File: config.mk
export PLATFORM = sky130hd
export DESIGN_NAME = button_step_pulser
export DESIGN_NICKNAME = d
export VERILOG_FILES = /design/src/rtl/btn_step_pkg.sv /design/src/rtl/btn_debounce.sv /design/src/rtl/button_step_pulser.sv
export SDC_FILE = /design/constraint.sdc
export NUM_CORES = 1
export LEC_CHECK = 0
export ABC_CLOCK_PERIOD_IN_PS = 5000
export BUFFER_PORTS_ARGS = -buffer_cell sky130_fd_sc_hd__buf_2
export CAP_MARGIN = 10
export CORE_UTILIZATION = 67
export DETAILED_ROUTE_END_ITERATION = 6
export GPL_TIMING_DRIVEN = 0
export PLACE_DENSITY = 0.88
export SLEW_MARGIN = 20
export SYNTH_ARGS = -nofsm -noshare
export SYNTH_HDL_FRONTEND = slang
export SYNTH_HIERARCHICAL = 1
export SYNTH_SLANG_ARGS = --single-unit
File: constraint.sdc
create_clock -name clk -period 5 [get_ports clk]
set_input_delay 1.5 -clock clk [delete_from_list [all_inputs] [get_ports clk]]
set_output_delay 1.5 -clock clk [all_outputs]
set_load 0.01 [all_outputs]
File: src/rtl/btn_step_pkg.sv
// Shared types and helpers for the push-button step pulser.
package btn_step_pkg;

    typedef enum logic [1:0] {
        IDLE   = 2'd0,
        HOLD   = 2'd1,
        REPEAT = 2'd2,
        LOCK   = 2'd3
    } step_state_e;

    localparam int STROBE_W = 1;

    // Width of a counter that must be able to hold the value 'terminal'.
    function automatic int cnt_width(input int terminal);
        return (terminal < 1) ? 1 : $clog2(terminal + 1);
    endfunction

endpackage

File: src/rtl/btn_debounce.sv
// One button channel: N-flop synchronizer followed by a stable-count debouncer.
// 'rise' is a one-cycle flag coincident with the debounced level going high.
module btn_debounce
    import btn_step_pkg::*;
#(
    parameter int SYNC_STAGES     = 2,
    parameter int DEBOUNCE_CYCLES = 1000000
) (
    input  logic clk,
    input  logic rst_n,
    input  logic raw,
    output logic level,
    output logic rise
);
    localparam int CW = cnt_width(DEBOUNCE_CYCLES);
    localparam logic [CW-1:0] CNT_TERM = CW'(DEBOUNCE_CYCLES - 1);

    logic [SYNC_STAGES-1:0] sync_q;
    logic [CW-1:0]          cnt;

    always_ff @(posedge clk or negedge rst_n) begin
        if (!rst_n) begin
            sync_q <= '0;
            cnt    <= '0;
            level  <= 1'b0;
            rise   <= 1'b0;
        end else begin
            sync_q <= {sync_q[SYNC_STAGES-2:0], raw};
            rise   <= 1'b0;
            // Any cycle that agrees with the accepted level restarts the stability run.
            if (sync_q[SYNC_STAGES-1] == level) begin
                cnt <= '0;
            end else if (cnt >= CNT_TERM) begin
                level <= ~level;
                rise  <= ~level;
                cnt   <= '0;
            end else begin
                cnt <= cnt + CW'(1);
            end
        end
    end

endmodule

File: src/rtl/button_step_pulser.sv
// Turns the raw up/down buttons into one-cycle step strobes, locking out simultaneous presses.
// Define BUTTON_AUTOREPEAT_EN to emit timed repeat strobes while a button is held.
module button_step_pulser
    import btn_step_pkg::*;
#(
    parameter int SYNC_STAGES          = 2,
    parameter int DEBOUNCE_CYCLES      = 1000000,
    parameter int REPEAT_DELAY_CYCLES  = 50000000,
    parameter int REPEAT_PERIOD_CYCLES = 10000000
) (
    input  logic clk,
    input  logic rst_n,
    input  logic btn_up_raw,
    input  logic btn_down_raw,
    output logic button_up,
    output logic button_down
);
    logic [1:0] raw, lvl, rise;
    logic       both_hi, both_lo;

    assign raw     = {btn_down_raw, btn_up_raw};
    assign both_hi = &lvl;
    assign both_lo = ~|lvl;

`ifdef BUTTON_AUTOREPEAT_EN
    localparam int RPT_MAX = (REPEAT_DELAY_CYCLES > REPEAT_PERIOD_CYCLES) ?
                             REPEAT_DELAY_CYCLES : REPEAT_PERIOD_CYCLES;
    localparam int RW = cnt_width(RPT_MAX);
    localparam logic [RW-1:0] RPT_DELAY_TERM  = RW'(REPEAT_DELAY_CYCLES - 1);
    localparam logic [RW-1:0] RPT_PERIOD_TERM = RW'(REPEAT_PERIOD_CYCLES - 1);
`else
    logic unused_repeat_cfg;
    assign unused_repeat_cfg = ^{REPEAT_DELAY_CYCLES, REPEAT_PERIOD_CYCLES};
`endif

    for (genvar c = 0; c < 2; c++) begin : g_ch
        step_state_e         state;
        logic [STROBE_W-1:0] strobe;

        btn_debounce #(
            .SYNC_STAGES    (SYNC_STAGES),
            .DEBOUNCE_CYCLES(DEBOUNCE_CYCLES)
        ) u_db (
            .clk  (clk),
            .rst_n(rst_n),
            .raw  (raw[c]),
            .level(lvl[c]),
            .rise (rise[c])
        );

`ifdef BUTTON_AUTOREPEAT_EN
        logic [RW-1:0] rcnt;
        logic          term;

        assign term = (state == HOLD) ? (rcnt >= RPT_DELAY_TERM) : (rcnt >= RPT_PERIOD_TERM);

        always_ff @(posedge clk or negedge rst_n) begin
            if (!rst_n) begin
                state  <= IDLE;
                strobe <= '0;
                rcnt   <= '0;
            end else begin
                strobe <= '0;
                if (both_hi) begin
                    state <= LOCK;
                    rcnt  <= '0;
                end else begin
                    case (state)
                        IDLE: if (rise[c]) begin
                            strobe <= '1;
                            state  <= HOLD;
                            rcnt   <= '0;
                        end
                        HOLD, REPEAT: begin
                            if (!lvl[c]) begin
                                state <= IDLE;
                                rcnt  <= '0;
                            end else if (!term) begin
                                rcnt <= rcnt + RW'(1);
                            // Counter waits saturated if a strobe is still high, so strobes never abut.
                            end else if (strobe == '0) begin
                                strobe <= '1;
                                state  <= REPEAT;
                                rcnt   <= '0;
                            end
                        end
                        LOCK:    if (both_lo) state <= IDLE;
                        default: state <= IDLE;
                    endcase
                end
            end
        end
`else
        always_ff @(posedge clk or negedge rst_n) begin
            if (!rst_n) begin
                state  <= IDLE;
                strobe <= '0;
            end else begin
                strobe <= '0;
                if (both_hi) begin
                    state <= LOCK;
                end else begin
                    case (state)
                        IDLE: if (rise[c]) begin
                            strobe <= '1;
                            state  <= HOLD;
                        end
                        HOLD, REPEAT: if (!lvl[c]) state <= IDLE;
                        LOCK:         if (both_lo) state <= IDLE;
                        default:      state <= IDLE;
                    endcase
                end
            end
        end
`endif
    end

    assign button_up   = g_ch[0].strobe;
    assign button_down = g_ch[1].strobe;

endmodule
==> flow_metrics.py <==
metrics = {
    "status": {
        "status": "complete, no violations",
    },
    "pwr": {
        "power_density_nw_per_um2": 254,
        "p_total_uw": 771,
        "ir_worst_vdd_uv": 192,
        "p_leak_nw": 1.26,
    },
    "routing": {
        "vias": 1804,
        "postRouteAntennaNets": 0,
        "finalWirelength_um": 4430,
        "drt-wirelength-per-cell_um": 14.1,
        "drtIter0Drc": 98,
        "routed_via_density": 5.75,
        "dr.pass1.iters": 4,
        "post-route-drc-count": 0,
    },
    "cells_and_area": {
        "nNetsFinal": 279,
        "final_cells": 314,
        "fillers": 261,
        "area_delta_synth_final_pct": 7.16,
        "register_area_um2": 1350,
        "final_cell_mix": "54 x dfrtp_1, 33 x nor2_1, 18 x xnor2_1, 18 x xor2_1, 17 x nand3_1",
        "layout_commonest_cell": "dfrtp_1",
        "drive_gt1_frac": 0.174,
        "num_antenna_cells": 0,
        "multi_input_area_um2": 1400,
    },
    "yosys": {
        "synth-edff-count": 0,
        "ys.flop_type": "dfrtp_1",
        "ys_seq_area_frac": 0.477,
        "ys_ff_latch": 54,
        "syn-num-nets": 267,
        "yosysWarnings": 6,
        "synth_area_per_cell_um2": 11.2,
        "syn_area_um2": 2830,
        "ys_async_sr_fraction": 1.00,
        "yosysUniqueCellTypes": 34,
        "syn_inst": 252,
    },
    "global_route": {
        "grtUsageTotal": 0.233,
        "antenna_found_initial": 0,
        "grt_pass1_vias": 1693,
        "grt_pass1_wl_um": 7730,
        "grt_max_degree": 55,
        "grt-ovfl-total": 0,
    },
    "critical_path": {
        "cp_max_fo": 1,
        "cp_data_arrival_time_ps": 800,
        "crit_slowest_cell": "dfrtp_1",
        "endpoint_kind": "primary output",
        "worst_ep_required_time_ps": 3500,
        "critPathMaxStageDelay_ps": 370,
        "path_buf_inv": 1,
        "critPathKind": "reg2out",
        "path_cells": "buf_2",
        "cp_top_family": "flip-flops",
        "startpoint_type": "flip-flop",
    },
    "placed_design": {
        "dpl.cell_count": 307,
        "dp_hpwl_um": 2970,
        "numPortBuffers": 5,
        "gp_congestion": 0.809,
    },
    "floorplan": {
        "start_util": 0.703,
        "row_count": 23,
        "fp.coreArea_um2": 4030,
        "boundaryPins": 6,
        "dieHeight_um": 67.0,
        "die_area_um2": 4490,
        "fp.dieW_um": 67.0,
    },
    "clock_tree": {
        "cts.path.max_buffers": 2,
        "cts.htree.levels": 2,
        "postCtsSetupRepairBufs": 0,
        "clkLatencyLatePin_ps": 300,
        "cts_inserted_buffers": 5,
        "clk_pin_slew_ps": 90,
        "cts_hold_buf": 0,
        "clock-sinks": 54,
        "ctsResizeCount": 0,
        "cts_tree": "built",
        "root_buffer": "clkbuf_8",
    },
    "timing": {
        "post-route-period-util": 0.460,
        "rsz0062_at_grt": "false",
        "relSlewSlack": 0.563,
        "skew_ps": 8.19,
        "setup_viol": 0,
        "finalHoldWorstSlack_ps": 378,
        "finalHoldViolations": 0,
        "report.final.slew_viol_count": 0,
        "worst_pin_slew_ps": 655,
        "setup_tns_ps": 0,
        "min_period_ps": 2300,
        "timing.fmax_mhz": 435,
    },
    "run": {
        "cap_violations": 0,
    },
    "worst_hold_path": {
        "worstHoldPathType": "reg2reg",
    },
}
routing by layer:
metal	GRT usage	vias up	share of wire
met5	0	-	0
met4	0.0824	0	0.012
met3	0.0634	8	0.029
met2	0.344	33	0.48
met1	0.327	879	0.48
li1	-	884	-
power by group:
part / switching (mW) / total [mW] / internal (mW)
Sequential: 0.00481 / 0.447 / 0.442
Clock: 0.131 / 0.291 / 0.160
Combinational: 0.0222 / 0.0333 / 0.0110
logic make-up (layout without fill, tap and decap cells):
kind of cell,after synthesis,count (layout),synth area share
AND/OR/NAND/NOR,118,118,0.254
flip-flops,54,54,0.477
XOR/XNOR,36,36,0.111
AO/OA/AOI/OAI,19,19,0.0707
buffers and inverters,12,24,0.0300
adder cells (fa/ha/maj),11,11,0.0486
multiplexers,2,2,0.00795
layout make-up:
class | instances | area share
Buffer | 3 | 0.0169
Inverter | 9 | 0.0111
Sequential cell | 54 | 0.445
Clock buffer | 6 | 0.0272
Timing Repair Buffer | 5 | 0.00907
Clock inverter | 1 | 0.00989
Multi-Input combinational cell | 186 | 0.460
Tap cell | 50 | 0.0206
registers in the layout, summed over array words and instances, names as in the netlist:
register / count
g_ch.u_db/level: 2
g_ch.u_db/sync_q: 4
button_up: 1
g_ch.u_db/cnt: 40
button_down: 1
g_ch.u_db/rise: 2
g_ch.state: 4
metrics by stage:
| stage | util | worst slack (ps) | instance area [µm²] |
|---|---|---|---|
| detailed placement | 0.725 | 2960 | 2920 |
| global route | 0.753 | 2660 | 3040 |
| finish | 0.753 | 2700 | 3040 |
| global placement | 0.725 | 2450 | 2920 |
| CTS | 0.753 | 2690 | 3040 |
| floorplan | - | 3120 | 2830 |
cells in the mapped netlist, drive strengths merged (2+ instances only):
cell	n	area, µm²
o21bai	2	37.5
a21oi	3	15.0
nand2b	3	18.8
mux2	2	22.5
o211ai	3	22.5
nand3	17	85.1
nand2	15	56.3
xor2	18	158
o21a	2	15.0
and3	2	12.5
nand4	8	50.1
ha	11	138
o21ai	2	10.0
inv	9	33.8
nor3	7	55.1
buf	3	51.3
xnor2	18	158
or3	2	22.5
dfrtp	54	1350
nor4b	2	17.5
nor2	53	329
a311oi	2	52.6
and4	6	52.6
nor3b	2	15.0
path summary, 6_finish.rpt:
kind / startpoint / end / slack, ps / cells after the start
worst max-delay path: button_up / button_up / 2700 / 1
worst min register to register: g_ch[1].u_db/sync_q[0] / g_ch[1].u_db/sync_q[1] / 380 / 0
worst max register to register: g_ch[1].u_db/cnt[0] / g_ch[1].u_db/cnt[11] / 3020 / 7
max in group asynchronous: rst_n / g_ch[0].u_db/cnt[2] / 3340 / 1
worst min-delay path: g_ch[1].u_db/sync_q[0] / g_ch[1].u_db/sync_q[1] / 380 / 0
min in group asynchronous: rst_n / g_ch[0].state[1] / 1220 / 1
No activity file was read; power rests on OpenSTA's default activity.
